$ cat config.mk
export PLATFORM = sky130hd
export DESIGN_NAME = turfio_event_gate
export DESIGN_NICKNAME = d
export VERILOG_FILES = /design/src/rtl/turfio_event_gate.sv
export SDC_FILE = /design/constraint.sdc
export NUM_CORES = 1
export LEC_CHECK = 0
export ABC_CLOCK_PERIOD_IN_PS = 2400
export CORE_ASPECT_RATIO = 2
export CORE_MARGIN = 3
export CORE_UTILIZATION = 30
export CTS_CLUSTER_SIZE = 16
export DETAILED_ROUTE_END_ITERATION = 7
export PLACE_DENSITY_LB_ADDON = 0.08
export SLEW_MARGIN = 25
export SYNTH_ARGS = -nofsm -noshare
export SYNTH_HDL_FRONTEND = slang
export SYNTH_SLANG_ARGS = --single-unit
$ cat constraint.sdc
create_clock -name aclk -period 2.4 [get_ports aclk]
set_input_delay 0.48 -clock aclk [delete_from_list [all_inputs] [get_ports aclk]]
set_output_delay 0.48 -clock aclk [all_outputs]
set_load 0.005 [all_outputs]
$ cat src/rtl/turfio_event_gate.sv
// Per-TURFIO event-stream gate. Each channel forwards unmasked frames with
// zero-latency passthrough and backpressure. Masked frames are drained and
// discarded. Frames longer than MAX_BEATS are cut short and flagged.
//
// Handshake: a beat transfers on a cycle where tvalid && tready are both high
// at the rising edge of aclk. tvalid never waits on tready. On the downstream
// side, tready is only combinationally forwarded upstream while the channel is
// forwarding.
module turfio_event_gate #(
  parameter int NUM_TIO    = 4,
  parameter int DATA_WIDTH = 32,
  parameter int MAX_BEATS  = 4096
) (
  input  logic                          aclk,
  input  logic                          rst_i,
  input  logic [NUM_TIO-1:0]            tio_mask_i,
  input  logic [NUM_TIO*DATA_WIDTH-1:0] s_tdata,
  input  logic [NUM_TIO-1:0]            s_tvalid,
  input  logic [NUM_TIO-1:0]            s_tlast,
  output logic [NUM_TIO-1:0]            s_tready,
  output logic [NUM_TIO*DATA_WIDTH-1:0] m_tdata,
  output logic [NUM_TIO-1:0]            m_tvalid,
  output logic [NUM_TIO-1:0]            m_tlast,
  input  logic [NUM_TIO-1:0]            m_tready,
  output logic [NUM_TIO*32-1:0]         pass_count_o,
  output logic [NUM_TIO*32-1:0]         drop_count_o,
  output logic [NUM_TIO-1:0]            overflow_o
);

  localparam int CW = $clog2(MAX_BEATS + 1);

  typedef enum logic [1:0] {
    ST_IDLE  = 2'd0,
    ST_PASS  = 2'd1,
    ST_DROP  = 2'd2,
    ST_TRUNC = 2'd3
  } state_t;

  // Data path is a pure wire; only valid/ready/last are gated.
  assign m_tdata = s_tdata;

  for (genvar n = 0; n < NUM_TIO; n++) begin : g_ch
    state_t        r_state;
    state_t        w_state_nxt;
    logic [CW-1:0] r_beats;
    logic [CW-1:0] w_beats_nxt;
    logic [31:0]   r_pass;
    logic [31:0]   r_drop;
    logic          r_ovf;
    logic          w_fwd;
    logic          w_rdy;
    logic          w_acc;
    logic          w_last_out;
    logic          w_pass_inc;
    logic          w_drop_inc;
    logic          w_ovf_set;

    // Forwarding happens in PASS and in unmasked IDLE; the mask only matters in IDLE.
    assign w_fwd = (r_state == ST_PASS) || ((r_state == ST_IDLE) && !tio_mask_i[n]);
    assign w_rdy = !rst_i && (w_fwd ? m_tready[n] : 1'b1);
    assign w_acc = s_tvalid[n] && w_rdy;

    assign s_tready[n]         = w_rdy;
    assign m_tvalid[n]         = !rst_i && w_fwd && s_tvalid[n];
    assign m_tlast[n]          = w_last_out;
    assign pass_count_o[n*32 +: 32] = r_pass;
    assign drop_count_o[n*32 +: 32] = r_drop;
    assign overflow_o[n]       = r_ovf;

    // Next-state, frame bookkeeping and forced-tlast decode.
    always_comb begin
      w_state_nxt = r_state;
      w_beats_nxt = r_beats;
      w_last_out  = s_tlast[n];
      w_pass_inc  = 1'b0;
      w_drop_inc  = 1'b0;
      w_ovf_set   = 1'b0;
      case (r_state)
        ST_IDLE: begin
          w_beats_nxt = '0;
          if (w_acc) begin
            if (tio_mask_i[n]) begin
              if (s_tlast[n]) w_drop_inc  = 1'b1;
              else            w_state_nxt = ST_DROP;
            end else begin
              if (s_tlast[n]) begin
                w_pass_inc = 1'b1;
              end else begin
                w_beats_nxt = CW'(1);
                w_state_nxt = ST_PASS;
              end
            end
          end
        end
        ST_PASS: begin
          if (w_acc) begin
            w_beats_nxt = r_beats + CW'(1);
            if (s_tlast[n]) begin
              w_pass_inc  = 1'b1;
              w_state_nxt = ST_IDLE;
            end else if (r_beats == CW'(MAX_BEATS - 1)) begin
              // This beat is number MAX_BEATS: end the frame downstream here.
              w_last_out  = 1'b1;
              w_ovf_set   = 1'b1;
              w_pass_inc  = 1'b1;
              w_state_nxt = ST_TRUNC;
            end
          end
        end
        ST_DROP: begin
          if (w_acc && s_tlast[n]) begin
            w_drop_inc  = 1'b1;
            w_state_nxt = ST_IDLE;
          end
        end
        ST_TRUNC: begin
          if (w_acc && s_tlast[n]) w_state_nxt = ST_IDLE;
        end
        default: w_state_nxt = ST_IDLE;
      endcase
    end

    // State register; reset abandons any partial frame.
    always_ff @(posedge aclk) begin
      if (rst_i) r_state <= ST_IDLE;
      else       r_state <= w_state_nxt;
    end

    // Beat counter, wrapping frame counters and sticky overflow flag.
    always_ff @(posedge aclk) begin
      if (rst_i) begin
        r_beats <= '0;
        r_pass  <= '0;
        r_drop  <= '0;
        r_ovf   <= 1'b0;
      end else begin
        r_beats <= w_beats_nxt;
        if (w_pass_inc) r_pass <= r_pass + 32'd1;
        if (w_drop_inc) r_drop <= r_drop + 32'd1;
        if (w_ovf_set)  r_ovf  <= 1'b1;
      end
    end
  end

endmodule

==> impl_results.md, run 1 <==
- Post-synthesis compound-gate area fraction: 10.8%
- Mux contribution to synthesized area: 0.758%
- Mean Syn Cell Area: approximately 8.3 um^2
- Largest family of logic cells by synthesized area: simple AND/OR/NAND/NOR gates
- Boundary Pins: approximately 550
- Final count of hold timing violations: 0
- Max-Cap Viols: 0
- Vias in the first global route: between 15000 and 20000
- Gr ovfl total: 0
- Slew Limit Fails: 0
- P&R area growth vs syn: 34.8%
- CTS Buf Count: 35
- Adder-cell share of the synthesized area: 0.919%
- Row count: between 100 and 150
- Cell Pwr Density: slightly above 500 mW/mm^2
- RSZ-0062 raised after global routing: true
- CP max FO: 4
- WP data required: roughly 1.9 ns
- Final ANT Viol Nets: 0
- Post-Synth XOR/XNOR Area: between 10% and 20%
- Status: complete, but fails checks
- Area of the mapped netlist: 0.0163 mm^2
- Slew HR: 53.7%
- Global-route usage over all layers: between 15 and 20%
- DRC: 0
- Maximum vdd ir drop: between 300 and 400 uV
- Via-to-Cell Ratio: between 5 and 6
- Post-layout util: 41.0%
- Largest net degree at the start of global routing: 51
- CTS tree: yes
- Pre-Repair DR Iteration Count: 5
- Sequential area share after synthesis: 39.2%
- WS Path Type: primary input to output port
- Minimum clock period: 2.63 ns
- H-tree Lvls: 2
- Core area: approximately 0.054 mm^2
- Cts hold-fix bufs: 0
- Die Area: 0.0574 mm^2
- Total Routed Length: 57200 um
- Placed Instances: between 2000 and 3000
- Arr. time, crit path: 2.15 ns
- Die X-Extent: 171 um
- Layout Cells excl Fill: approximately 3000
- Crit end category: output port
- HP Class: flip-flop to flip-flop
- Hold depth: 1
- FF-to-FF path depth: 8
- #FFs+latches synth: 320
- Global-route wire length before repair: roughly 88000 um
- Share of cells above drive strength 1: between 10% and 20%
- Dpl hpwl: about 43000 um
- CTS sink count: 320
- Post-synth EDFFs: 0
- Slew @ Worst Pin: 0.690 ns
- Input/output buffers: 289
- Via count: between 15000 and 20000
- Initial antenna violation count: 3
- Final Wtd Congestion: about 0.85
- Violated checks: negative setup slack
- 1st-iter DRT viols: between 600 and 700
- Cell count after synthesis: slightly below 2000
- Simple-Gate Fraction of Synth Area: between 20% and 30%
- Setup slack after layout: -0.233 ns
- Final #Nets: 2472
- Ys Warns: 0
- Worst-skew pair later-pin latency: approximately 0.54 ns
- Setup tns final: -0.233 ns
- Root buffer cell: clkbuf_16
- Clk pin slew, worst setup/hold paths: 0.07 ns
- Pleak: 7.42 nW
- Distinct cells, synth: 71
- Ys async rst share: 0%
- Setup-failing EPs final: 1
- Synth Flop Type: dfxtp_1
- Yosys top cell area share: a little under 40%
- CP Launch Type: primary input
- Die Ht: ~340 um
- Clock Path Buffers: 3
- Synth Net Count: ~2100
- Initial Util: a little under a third
- # fillers: about 5500
- Max Clk Rate: roughly 0.38 GHz
- Synth top area cells: dfxtp_1 (39%), buf_4 (6.5%), xnor2_1 (6.2%)
- Post-synth top area cell: dfxtp_1
- Routed WL per cell: 19.0 um
- Fin crit share: 110%
- Worst-case clock skew: about 0.017 ns
==> metrics by stage <==
step	worst slack, ns	hold slack (ns)	instance area, um^2	total power [mW]
final	-0.233	0.465	22000	11.4
after global routing	-0.326	0.510	22000	11.8
after CTS	-0.273	0.469	21900	11.6
after detailed placement	-1.27	0.454	20500	5.98
after global placement	-1.33	0.449	20500	5.98
after floorplan	0.132	0.426	16300	5.87
==> registers in the layout (all words and copies together), names as in the netlist <==
| register | count |
|---|---|
| g_ch.r_state | 8 |
| g_ch.r_ovf | 4 |
| g_ch.r_drop | 128 |
| g_ch.r_beats | 52 |
| g_ch.r_pass | 128 |
==> final cells by class <==
type	instances	area (um^2)	area share [%]
Clock buffer	53	1040	4.71
Sequential cell	320	6430	29.2
Timing Repair Buffer	540	4850	22.0
Inverter	35	131	0.597
Antenna cell	2	5.00	0.0227
Tap cell	671	840	3.81
Multi-Input combinational cell	1382	8640	39.2
Clock inverter	8	92.6	0.421
==> power by group <==
group	switching [mW]	total [mW]	internal (mW)	leakage [nW]
registers	0.0165	5.34	5.32	2.59
logic	0.306	0.537	0.231	4.28
clock network	2.29	5.49	3.19	0.553
total	2.61	11.4	8.75	7.42
==> cell families after synthesis <==
family | after synthesis
compound gates | 275
xor+xnor | 194
fa+ha+maj | 12
buf+inv | 255
flops | 320
mux | 12
simple gates | 889
==> cells in the final DEF, fill, tap and decap left out, types with 57 or more instances in the layout <==
cell type        synthesis  layout
buf_4                  141     244
nand4_1                 82      82
xnor2_1                115     115
nor2_1                 249     248
nor4_1                  59      57
clkdlybuf4s50_1          0     272
or3_1                   59      58
a21oi_1                 95      94
nand3_1                 97      93
nand2_1                123     123
dfxtp_1                320     304
o21ai_0                 65      65
xor2_1                  79      79
==> cell usage after synthesis (all sizes together) (13+ instances only) <==
library cell    n
dfxtp         320
nor2          249
buf           150
nand2         123
xnor2         115
nand3          97
a21oi          95
nand4          82
xor2           79
clkbuf         70
o21ai          69
nor4           63
or3            59
nor3           51
inv            35
and4           34
and3           30
or4            22
o31ai          16
and2           15
nor2b          13
o211ai         13
==> critical path, stage by stage <==
cell,delay (ns)
dlygate4sd2_1,0.29
nor2b_2,0.20
o31ai_1,0.13
or4_4,0.57
o31ai_4,0.29
buf_2,0.18
==> per-layer routing <==
layer	track usage, %	share of wire [%]	up-vias
met1	18.4	34	7328
met2	36.7	53	373
li1	-	-	7574
met5	0	0.023	-
met3	5.21	7.3	168
met4	11.2	6.2	2
==> path summary, 6_finish.rpt <==
check / start / endpoint / slack (ns)
setup / recovery: s_tvalid[2] / m_tlast[2] / -0.23
hold / removal: g_ch[1].r_ovf / g_ch[1].r_ovf / 0.47
setup reg to reg: g_ch[2].r_state[1] / g_ch[2].r_pass[17] / 0.08
hold reg to reg: g_ch[1].r_ovf / g_ch[1].r_ovf / 0.47
==> timing repair <==
item / CTS / global route
endpoints found under the hold margin: 0 / 0
endpoints found under the setup margin: 16 / 31
gates cloned: 1 / 0
pin swaps: 12 / 8
gates resized for setup: 61 / 25
setup buffers: 11 / 3
No activity file was read; power rests on OpenSTA's default activity.
==> run 2: changes to the inputs <==
- TNS_END_PERCENT: unset -> 20
==> impl_results.md, run 2 (synthesized netlist as in run 1, its figures left out) <==
- Most frequent cells in the layout: dfxtp_1 (305), clkdlybuf4s50_1 (273), nor2_1 (248)
- Setup tns final: -0.231 ns (+0.00167 ns)
- Slew Limit Fails: 0 (unchanged)
- Gr ovfl total: 0 (unchanged)
- Register area: 0.00642 mm^2 (about the same)
- Initial antenna violation count: 2 (-1)
- Boundary Pins: 546 (unchanged)
- Dpl hpwl: 43500 um (unchanged)
- WP data required: 1.92 ns (about the same)
- CP delay by family, top: simple AND/OR/NAND/NOR gates
- Clock Path Buffers: 3 (unchanged)
- Final Wtd Congestion: 0.845 (unchanged)
- CTS sink count: 320 (unchanged)
- Status: complete, but fails checks
- Vias in the first global route: 15500 (-0.058%)
- # fillers: 5490 (-0.036%)
- Top flop regs: g_ch.r_drop: 128 flops, g_ch.r_pass: 128 flops, g_ch.r_beats: 52 flops
- Input/output buffers: 289 (unchanged)
- Worst-case clock skew: 0.0165 ns (-0.000265 ns)
- WS Path Type: primary input to output port
- Via-to-Cell Ratio: 5.13 (about the same)
- Fin crit share: 110% (about the same)
- Total Routed Length: 57200 um (about the same)
- Die Ht: 336 um (unchanged)
- CP max FO: 4 (unchanged)
- Root buffer cell: clkbuf_16
- P&R area growth vs syn: 34.6%
- Die X-Extent: 171 um (unchanged)
- Max Clk Rate: 0.380 GHz (about the same)
- Worst-skew pair later-pin latency: 0.54 ns (about the same)
- Slew HR: 53.6% (-0.066 points)
- Via count: 15400 (-0.19%)
- Largest net degree at the start of global routing: 51 (unchanged)
- HP Class: flip-flop to flip-flop
- Pre-Repair DR Iteration Count: 5 (unchanged)
- Core area: 0.0538 mm^2 (unchanged)
- CP peak stage delay: 0.57 ns (about the same)
- H-tree Lvls: 2 (unchanged)
- Routed WL per cell: 19.0 um (+0.16%)
- Global-route usage over all layers: 19.4% (about the same)
- Crit end category: output port
- Pleak: 7.40 nW (-0.27%)
- Most common cell after layout, fill and taps aside: dfxtp_1
- Row count: 120 (unchanged)
- Final hold slack: 0.465 ns (+0.000141 ns)
- Global-route wire length before repair: 88300 um (about the same)
- Final count of hold timing violations: 0 (unchanged)
- Total power: 11.4 mW (about the same)
- Cell Pwr Density: 517 mW/mm^2 (about the same)
- Share of cells above drive strength 1: 15.9% (-0.16 points)
- Setup-failing EPs final: 1 (unchanged)
- Final #Nets: 2470 (-0.081%)
- 1st-iter DRT viols: 653 (+7.0%)
- CTS tree: yes
- Violated checks: negative setup slack
- Final ANT Viol Nets: 0 (unchanged)
- Critical path's slowest cell: or4_4
- Setup slack after layout: -0.231 ns (+0.00167 ns)
- Maximum vdd ir drop: 374 uV (-0.85%)
- Post-route cell area: 0.0220 mm^2 (-0.12%)
- Post-layout util: 40.9% (-0.051 points)
- RSZ-0062 raised after global routing: true
- Initial Util: 30.4% (unchanged)
- Worst Path Buf+Inv: 2 (unchanged)
- Arr. time, crit path: 2.15 ns (about the same)
- CTS Buf Count: 35 (unchanged)
- Max-Cap Viols: 0 (unchanged)
- Clk pin slew, worst setup/hold paths: 0.06 ns (about the same)
- Pre-CTS setup slack: -1.27 ns (unchanged)
- Placed Instances: 2933 (unchanged)
- CP cell instances: dlygate4sd2_1 > nor2b_2 > o31ai_1 > or4_4 > o31ai_4 > buf_2
- Die Area: 0.0574 mm^2 (unchanged)
- Minimum clock period: 2.63 ns (-0.00167 ns)
- CP Launch Type: primary input
- Layout Cells excl Fill: 3008 (-0.10%)
- DRC: 0 (unchanged)
- Placed Area: 0.0205 mm^2 (unchanged)
- Area of the multi-input gates: 0.00864 mm^2 (about the same)
- Slew @ Worst Pin: 0.691 ns (+0.000984 ns)
## run 2: changes by cell type in the layout (fill, tap and decap cells not counted)
cell | before | now
clkdlybuf4s50_1 | 272 | 273
nor2b_2 | 4 | 3
dlymetal6s2s_1 | 2 | 1
dfxtp_1 | 304 | 305
diode_2 | 2 | 1
clkdlybuf4s15_2 | 1 | 0
dfxtp_2 | 16 | 15
nor2b_1 | 9 | 10
buf_4 | 244 | 243
## run 2: repair_timing
action	CTS	global route
pin swaps	12	8
setup buffers	9	3
gates resized for setup	58	24
cloned	1	0
setup endpoints to repair	16	30
endpoints found under the hold margin	0	0
hold buffers	0	0
## run 2: area by class of cell
cell class	count	share of cell area (%)
Tap cell	671	3.82
Clock buffer	53	4.71
Sequential cell	320	29.2
Timing Repair Buffer	538	21.9
Multi-Input combinational cell	1382	39.3
Clock inverter	8	0.421
Inverter	35	0.597
Antenna cell	1	0.0114
## run 2: path summary, 6_finish.rpt
kind | start | to | slack, ns | cells after the start
worst max-delay path | s_tvalid[2] | m_tlast[2] | -0.23 | 6
worst min-delay path | g_ch[1].r_ovf | g_ch[1].r_ovf | 0.47 | 1
worst max register to register | g_ch[2].r_state[1] | g_ch[2].r_pass[17] | 0.08 | 8
worst min register to register | g_ch[1].r_ovf | g_ch[1].r_ovf | 0.47 | 1
## run 2: per-layer routing
metal | wire, um | global-route usage [%] | part of all wire, %
met1 | 19400 | 18.4 | 34
met2 | 30200 | 36.8 | 53
met3 | 4120 | 5.20 | 7.2
met4 | 3490 | 11.1 | 6.1
met5 | 13 | 0 | 0.023
## run 2: where the power goes
part	switching [mW]	total [mW]	internal, mW
Clock	2.29	5.48	3.19
Combinational	0.306	0.536	0.230
Sequential	0.0167	5.34	5.32
==> run 3: changes to the inputs <==
- CTS_CLUSTER_DIAMETER: unset -> 150
- REMOVE_ABC_BUFFERS: unset -> 1
- SLEW_MARGIN: 25 -> unset
==> impl_results.md, run 3 (synthesized netlist as in run 1, its figures left out) <==
- Status: complete, but fails checks
- Violated checks: negative setup slack
- Core area: 0.0538 mm^2 (unchanged)
- Maximum vdd ir drop: 624 uV (+67%)
- Final ANT Viol Nets: 0 (unchanged)
- FF-to-FF path depth: 8 (unchanged)
- Max Clk Rate: 0.382 GHz (+0.48%)
- Placed Instances: 2911 (-0.75%)
- Gr ovfl total: 0 (unchanged)
- DRC: 0 (unchanged)
- Total power: 9.57 mW (-16%)
- Layout Cells excl Fill: 2949 (-2.0%)
- WL met3: 14400 um (+250%)
- H-tree Lvls: 1 (-1)
- CP Launch Type: flip-flop
- Net Sw Frac: 24.4% (+1.4 points)
- Worst-skew pair later-pin latency: 0.55 ns (about the same)
- Total Routed Length: 77000 um (+35%)
- Internal power: 7.24 mW (-17%)
- Arr. time, crit path: 2.14 ns (about the same)
- Final hold slack: 0.361 ns (-0.104 ns)
- Die Area: 0.0574 mm^2 (unchanged)
- Final count of hold timing violations: 0 (unchanged)
- WP data required: 1.92 ns (about the same)
- Row count: 120 (unchanged)
- HP Class: primary input to flip-flop
- Post-layout util: 39.5% (-1.4 points)
- CTS Buf Count: 23 (-34%)
- Logic pwr share: 5.4% (+0.7 points)
- WS Path Type: flip-flop to output port
- Met2 wire length: 35400 um (+17%)
- Share of cells above drive strength 1: 14.2% (-1.7 points)
- Dpl hpwl: 63800 um (+47%)
- Pre-Repair DR Iteration Count: 5 (unchanged)
- CTS sink count: 320 (unchanged)
- Vias in the first global route: 15100 (-2.5%)
- Setup-failing EPs final: 1 (unchanged)
- Sequential Power Share: 55.8% (+8.8 points)
- Slew Limit Fails: 0 (unchanged)
- CP max FO: 3 (-1)
- Global-route wire length before repair: 108000 um (+22%)
- Part of the power in the clock network: 38.8% (-9.5 points)
- RSZ-0062 raised after global routing: true
- Via-to-Cell Ratio: 5.24 (+2.2%)
- Worst R2R Start: g_ch[2].r_state[1]
- Top routing layer used: met5
- Slew HR: 38.9% (-15 points)
- Cts hold-fix bufs: 0 (unchanged)
- Initial Util: 30.4% (unchanged)
- P&R area growth vs syn: 29.9%
- Crit end category: output port
- Pleak: 7.02 nW (-5.1%)
- Max-Cap Viols: 0 (unchanged)
- Die X-Extent: 171 um (unchanged)
- Final Wtd Congestion: 0.983 (+16%)
- Global-route usage over all layers: 25.8% (+6.3 points)
- CTS tree: yes
- Initial antenna violation count: 2 (unchanged)
- Final #Nets: 2437 (-1.3%)
- Setup slack after layout: -0.219 ns (+0.0126 ns)
- Input/output buffers: 289 (unchanged)
- Fin crit share: 109% (-0.52 points)
- Routed WL per cell: 26.1 um (+37%)
- Via count: 15400 (+0.18%)
- CP Launch Point: g_ch[2].r_beats[0]
- Top flop regs: g_ch.r_drop: 128 flops, g_ch.r_pass: 128 flops, g_ch.r_beats: 52 flops
- 1st-iter DRT viols: 704 (+7.8%)
- WL met1: 20800 um (+7.7%)
- Worst-case clock skew: 0.0182 ns (+0.00165 ns)
- Most frequent cells in the layout: dfxtp_1 (303), clkdlybuf4s50_1 (272), nor2_1 (248)
- Root buffer cell: clkbuf_16
- Clk pin slew, worst setup/hold paths: 0.08 ns (+0.02 ns)
- Boundary Pins: 546 (unchanged)
- Largest net degree at the start of global routing: 81 (+59%)
- Minimum clock period: 2.62 ns (-0.0126 ns)
- Hold Path Origin: rst_i
- Cell Pwr Density: 451 mW/mm^2 (-13%)
- Most common cell after layout, fill and taps aside: dfxtp_1
- Slew @ Worst Pin: 0.917 ns (+0.226 ns)
- Setup tns final: -0.219 ns (+0.0126 ns)
- Hold depth: 3 (+2)
- Clock Path Buffers: 3 (unchanged)
- # fillers: 5514 (+0.44%)
- Die Ht: 336 um (unchanged)
- P_sw: 2.33 mW (-11%)
## run 3: final cells by class
class,instances,area (um^2),area share (%)
diodes,1,2.50,0.0118
inverters,35,134,0.631
flip-flops and latches,320,6430,30.3
clock buffers,23,576,2.71
multi-input cells,1382,8620,40.6
repair buffers,517,4620,21.8
well taps,671,840,3.96
## run 3: timing repair
action / in CTS / in global routing
resized for setup: 61 / 26
pin swaps: 10 / 11
setup endpoints to repair: 12 / 26
setup buffers: 5 / 9
## run 3: metal layers
layer  vias to the layer above  GRT usage [%]
met4                         8           16.3
met5                         -           2.35
li1                       7465              -
met1                      7171           19.9
met3                       120           21.6
met2                       680           42.4
## run 3: path summary, 6_finish.rpt
kind | slack (ns) | endpoint
setup / recovery | -0.22 | m_tlast[2]
hold reg to reg | 0.46 | g_ch[2].r_ovf
setup reg to reg | 0.09 | g_ch[2].r_drop[28]
hold / removal | 0.36 | g_ch[2].r_drop[6]
## run 3: through the flow
stage / setup slack [ns] / cell area [um^2]
3_3_place_gp: -0.823 / 20300
5_1_grt: -0.293 / 21200
3_5_place_dp: -0.797 / 20300
4_1_cts: -0.256 / 21100
2_1_floorplan: -0.287 / 15000
6_report: -0.219 / 21200
## run 3: worst max-delay path, cell delays in order, from the launching register on
cell and delay, ns:
dfxtp_2 0.36, ha_4 0.17, nand3_4 0.08, or4_4 0.56
o31ai_4 0.18, buf_4 0.15, buf_6 0.09
## run 3: power groups by stage
stage,Clock (mW),Sequential (mW),Combinational (mW)
after floorplan,0,5.47,0.148
after global placement,0,5.46,0.511
after detailed placement,0,5.46,0.512
after CTS,3.89,5.34,0.520
after global routing,4.02,5.34,0.566
final,3.71,5.34,0.519
==> RTL edit 1, RTL diff (flow settings as in run 2) <==
Re-encode `state_t` (4 states) as one-hot, 4 bits wide.
--- a/src/rtl/turfio_event_gate.sv
+++ b/src/rtl/turfio_event_gate.sv
@@ -29,11 +29,11 @@
 
   localparam int CW = $clog2(MAX_BEATS + 1);
 
-  typedef enum logic [1:0] {
-    ST_IDLE  = 2'd0,
-    ST_PASS  = 2'd1,
-    ST_DROP  = 2'd2,
-    ST_TRUNC = 2'd3
+  typedef enum logic [3:0] {
+    ST_IDLE  = 4'b0001,
+    ST_PASS  = 4'b0010,
+    ST_DROP  = 4'b0100,
+    ST_TRUNC = 4'b1000
   } state_t;
 
   // Data path is a pure wire; only valid/ready/last are gated.
Behaviour: same outputs for any inputs over 4 cycles, from zero or initial values and one cycle with rst_i high; so few cycles prove little.
==> RTL edit 1 against run 2 <==
  * The run still ends with setup timing left
  * Cell count grew 13%
  * Wire length grew 22%
  * Maximum frequency grew 6.5%
  * Sequential share of layout area shrank 2.5 points
  * Sequential cell count grew 8
  * Worst setup slack gained 0.16 ns
  * Non-clock buffer count grew 54
  * Count of clock-buffer cells in the layout shrank 1
  * Synthesized cell count grew 14%
  * Synthesized area grew 10%
  * Design area grew 12%
  * Total power grew 8.2%
==> RTL edit 1: results (changes against run 2) <==
----------------------------------------------------
[Status]
  Run status ... finished with violations
  Violations in the final reports ... setup timing

[Final layout]
  Fill cell count ... 6087 (+11%)
  Area added between synthesis and finish ... 37.2%
  Number of combinational gates with multiple inputs ... 1574 (+14%)
  Clock buffers ... 52 (-1.9%)
  Inverters excl. clock ... 60 (+71%)
  Buffers outside the clock class ... 592 (+10%)

[Placed design]
  Post-DP Area ... 0.0226 mm² (+10%)
  DP Wirelength ... 52.4 mm (+21%)
  Worst setup slack before clock tree synthesis ... -0.669 ns (+0.604 ns)
  Weighted congestion reported at the end of routability-driven placement ... 0.833 (-1.4%)

[Yosys]
  Avg Synthesized Cell Area ... 8.11 µm² (-2.9%)
  Share of synthesized area spent on multiplexers ... 0.0243 (+0.0167)
  Synth area leaders ... sky130_fd_sc_hd__dfxtp_1 36%, sky130_fd_sc_hd__buf_4 5.9%, sky130_fd_sc_hd__a21oi_1 5.0%

[Global route]
  Global-route wire length before repair ... 105 mm (+19%)
  Met2 layer usage reported by global route ... 0.399 (+0.0311)
  Number of antenna violations at the first check in global routing ... 5 (+3)
  Maximum number of pins on one net before global-route repair ... 99 (+94%)

[Setup path]
  CP Data Arrival Time ... 1.99 ns (-0.16 ns)
  Critical Path Slowest Stage Cell ... sky130_fd_sc_hd__or4b_4

[Detailed routing]
  Detailed-route wire length on metal 1 ... 22.5 mm (+16%)

[Clocking]
  Post-cts resize count ... 128 (+120%)
  Post-CTS Setup Inserts ... 12 (+3)

[Timing]
  Setup clock skew after layout ... 0.0246 ns (+0.00808 ns)
  Count of final setup violators ... 16 (+15)
  Final critical-path setup slack ... -0.0710 ns (+0.160 ns)

[Power and ir drop]
  Leakage power summed over all cells ... 8.21 nW (+11%)
  Worst IR drop on VDD ... 0.528 mV (+41%)

----------------------------------------------------
[RTL edit 1: cell types whose count changed after synthesis, moves of 24 or more]
cell                              run 2  this run
sky130_fd_sc_hd__or4_1               22        84
sky130_fd_sc_hd__nor2_1             249       170
sky130_fd_sc_hd__a21oi_1             95       181
sky130_fd_sc_hd__o21ai_0             65        94
sky130_fd_sc_hd__xnor2_1            115        53
sky130_fd_sc_hd__nor2b_1             13        42
sky130_fd_sc_hd__nand3_1             97       127
sky130_fd_sc_hd__clkbuf_1            70       110
sky130_fd_sc_hd__xor2_1              79        31
sky130_fd_sc_hd__mux2_2               3        30
sky130_fd_sc_hd__inv_1               35        59
sky130_fd_sc_hd__o31ai_1             16        80
[RTL edit 1: tightest hold or removal path, stage by stage]
cell and delay [ns]:
sky130_fd_sc_hd__buf_8 0.14, sky130_fd_sc_hd__buf_4 0.14, sky130_fd_sc_hd__nor2_1 0.04
[RTL edit 1: through the flow]
stage                     utilization  cells  power (mW)  hold slack [ns]
after floorplan                     -   2224        6.10            0.426
after global placement          0.382   3301        6.33            0.436
after detailed placement        0.382   3301        6.34            0.447
after CTS                       0.409   3377        12.5            0.289
after global routing            0.417   3388        12.8            0.309
final                           0.417   3389        12.3            0.304
[RTL edit 1: path summary, 6_finish.rpt]
check | start | endpoint | slack (ns)
setup / recovery | g_ch[3].r_state[3] | m_tlast[3] | -0.07
hold / removal | rst_i | g_ch[3].r_drop[2] | 0.30
setup reg to reg | g_ch[2].r_state[1] | g_ch[2].r_drop[31] | -0.03
hold reg to reg | g_ch[0].r_ovf | g_ch[0].r_ovf | 0.46
==> RTL edit 2, RTL diff (settings of run 2) <==
Made on the original files. Change the parameter `DATA_WIDTH` from 32 to 24.
--- a/src/rtl/turfio_event_gate.sv
+++ b/src/rtl/turfio_event_gate.sv
@@ -8,7 +8,7 @@
 // forwarding.
 module turfio_event_gate #(
   parameter int NUM_TIO    = 4,
-  parameter int DATA_WIDTH = 32,
+  parameter int DATA_WIDTH = 24,
   parameter int MAX_BEATS  = 4096
 ) (
   input  logic                          aclk,
Interface: changed (resized m_tdata and s_tdata); port bits go from 546 to 482. No check against the original RTL was run, so the function may have changed too.
==> RTL edit 2 against run 2 <==
  * The flow still finishes with violations (setup timing)
  * Worst setup slack better by 0.086 ns
  * Count of clock-buffer cells in the layout down 3
  * Global-route usage down 0.79 points
  * Total power up 2.6%
  * Sequential power about the same
  * Sequential cell count unchanged
  * Clock skew down 0.0082 ns
  * Wire length down 3.7%
  * Non-clock buffer count down 18
  * Critical path depth unchanged
  * Synthesized area down 1.5%
  * Design area down 0.44%
  * Combinational power down 6.5%
  * Critical path type unchanged
  * Largest cell class unchanged
==> RTL edit 2: results (changes against run 2) <==
----------------------------------------------------
[Yosys]
  Share of synthesized area spent on multiplexers ... 0.00770 (+0.000113)
  Net count of the mapped netlist ... 2051 (-3.0%)
  Most instantiated cells after synthesis ... 320 x sky130_fd_sc_hd__dfxtp_1, 249 x sky130_fd_sc_hd__nor2_1, 123 x sky130_fd_sc_hd__nand2_1, 115 x sky130_fd_sc_hd__xnor2_1, 109 x sky130_fd_sc_hd__buf_4
  Portion of the post-synthesis area used by sequential elements ... 0.398 (+0.00585)
  Area share of fa/ha/maj cells after synthesis ... 0.00933 (+0.000137)
  Synth area leaders ... sky130_fd_sc_hd__dfxtp_1 40%, sky130_fd_sc_hd__xnor2_1 6.3%, sky130_fd_sc_hd__nor2_1 5.8%
  XOR/XNOR share of the synthesized area ... 0.106 (+0.00155)

[Global route]
  Tot GR Track Use ... 0.186 (-0.00793)
  Maximum number of pins on one net before global-route repair ... 66 (+29%)
  Global-route wire length before repair ... 84.9 mm (-3.8%)
  Number of antenna violations at the first check in global routing ... 1 (-1)

[Setup path]
  Depth of the worst register-to-register path ... 7 (-1)
  Worst-path maximum fanout ... 2 (-2)
  CP Data Arrival Time ... 2.07 ns (-0.08 ns)
  Critical Path Slowest Stage Cell ... sky130_fd_sc_hd__clkdlybuf4s50_1
  Top delay family on crit path ... buffers and inverters

[Detailed routing]
  Number of violations reported at the end of detailed-routing iteration 0 ... 627 (-4.0%)
  Post-detailed-route via-to-cell ratio ... 5.14 (+0.30%)

[Final layout]
  Proportion of layout cells with a drive suffix above 1 ... 0.158 (-0.000492)
  Total Nets Final ... 2421 (-2.0%)
  Antenna Cells ... 0 (-1)

[Timing]
  Count of final setup violators ... 1 (unchanged)
  Worst relative slew slack ... 0.508 (-0.0285)
  Final critical-path setup slack ... -0.145 ns (+0.0860 ns)
  Setup clock skew after layout ... 0.00840 ns (-0.00815 ns)

[Power and ir drop]
  Leakage power summed over all cells ... 7.34 nW (-0.79%)
  Internal power summed over all cells ... 9.02 mW (+3.1%)

[Placed design]
  Weighted congestion reported at the end of routability-driven placement ... 0.828 (-2.0%)
  Worst setup slack before clock tree synthesis ... -0.950 ns (+0.323 ns)

[Status]
  Violations in the final reports ... setup timing
  Run status ... finished with violations

[Clocking]
  CTS Buf Count ... 36 (+2.9%)

----------------------------------------------------
## RTL edit 2: layer usage
metal	global-route usage	routed length, µm
met1	0.185	19600
met2	0.355	29200
met3	0.0422	3480
met4	0.0937	2750
met5	0	11
## RTL edit 2: area by class of cell
class	instances	area [µm²]
clock inverter	11	158
timing repair buffer	520	4670
sequential	320	6440
inverter	35	131
clock buffer	50	1050
fill	5361	31000
tap	665	832
multi-input combinational	1382	8600
## RTL edit 2: timing repair
action	4_1_cts	5_1_grt
gates resized for setup	64	22
buffers inserted	6	0
hold endpoints to repair	0	0
pin swaps	14	4
endpoints found under the setup margin	20	27
## RTL edit 2: worst max path at each step
stage                  startpoint                 end  slack (ns)
4_1_cts               s_tvalid[2]          m_tlast[2]       -0.18
2_1_floorplan               rst_i  g_ch[2].r_drop[29]        0.13
3_3_place_gp          s_tvalid[2]          m_tlast[2]       -0.83
3_5_place_dp          s_tvalid[2]          m_tlast[2]       -0.95
6_report            tio_mask_i[2]          m_tlast[2]       -0.15
5_1_grt        g_ch[2].r_beats[6]          m_tlast[2]       -0.23
## RTL edit 2: power groups by stage
| stage | registers, mW | clock network (mW) | logic [mW] |
|---|---|---|---|
| finish | 5.35 | 5.80 | 0.501 |
| global route | 5.35 | 6.23 | 0.547 |
| CTS | 5.35 | 6.05 | 0.505 |
| detailed placement | 5.47 | 0 | 0.501 |
| global placement | 5.47 | 0 | 0.497 |
| floorplan | 5.46 | 0 | 0.370 |
## RTL edit 2: stage by stage
stage | cell area (µm²) | util | setup TNS, ns | hold WS [ns] | cells
after floorplan | 16100 | - | 0 | 0.426 | 1925
after detailed placement | 20500 | 0.387 | -41.15 | 0.453 | 2917
after CTS | 21800 | 0.413 | -0.329 | 0.468 | 2983
final | 21900 | 0.414 | -0.145 | 0.464 | 2983
after global routing | 21900 | 0.414 | -0.689 | 0.488 | 2983
after global placement | 20500 | 0.387 | -37.76 | 0.452 | 2917
## RTL edit 2: worst register-to-register path, stage by stage (launching register included)
cell                        delay, ns
sky130_fd_sc_hd__dfxtp_1         0.32
sky130_fd_sc_hd__buf_4           0.18
sky130_fd_sc_hd__nand4bb_1       0.29
sky130_fd_sc_hd__a2111oi_4       0.39
sky130_fd_sc_hd__o211ai_1        0.23
sky130_fd_sc_hd__buf_12          0.19
sky130_fd_sc_hd__or4_1           0.51
sky130_fd_sc_hd__a21oi_1         0.15
## RTL edit 2: cells by family (layout without fill, tap and decap cells)
logic type / Yosys count / after routing
AO/OA/AOI/OAI: 275 / 275
XOR/XNOR: 194 / 194
adder cells (fa/ha/maj): 12 / 12
buffers and inverters: 223 / 616
flip-flops: 320 / 320
multiplexers: 12 / 12
AND/OR/NAND/NOR: 889 / 889
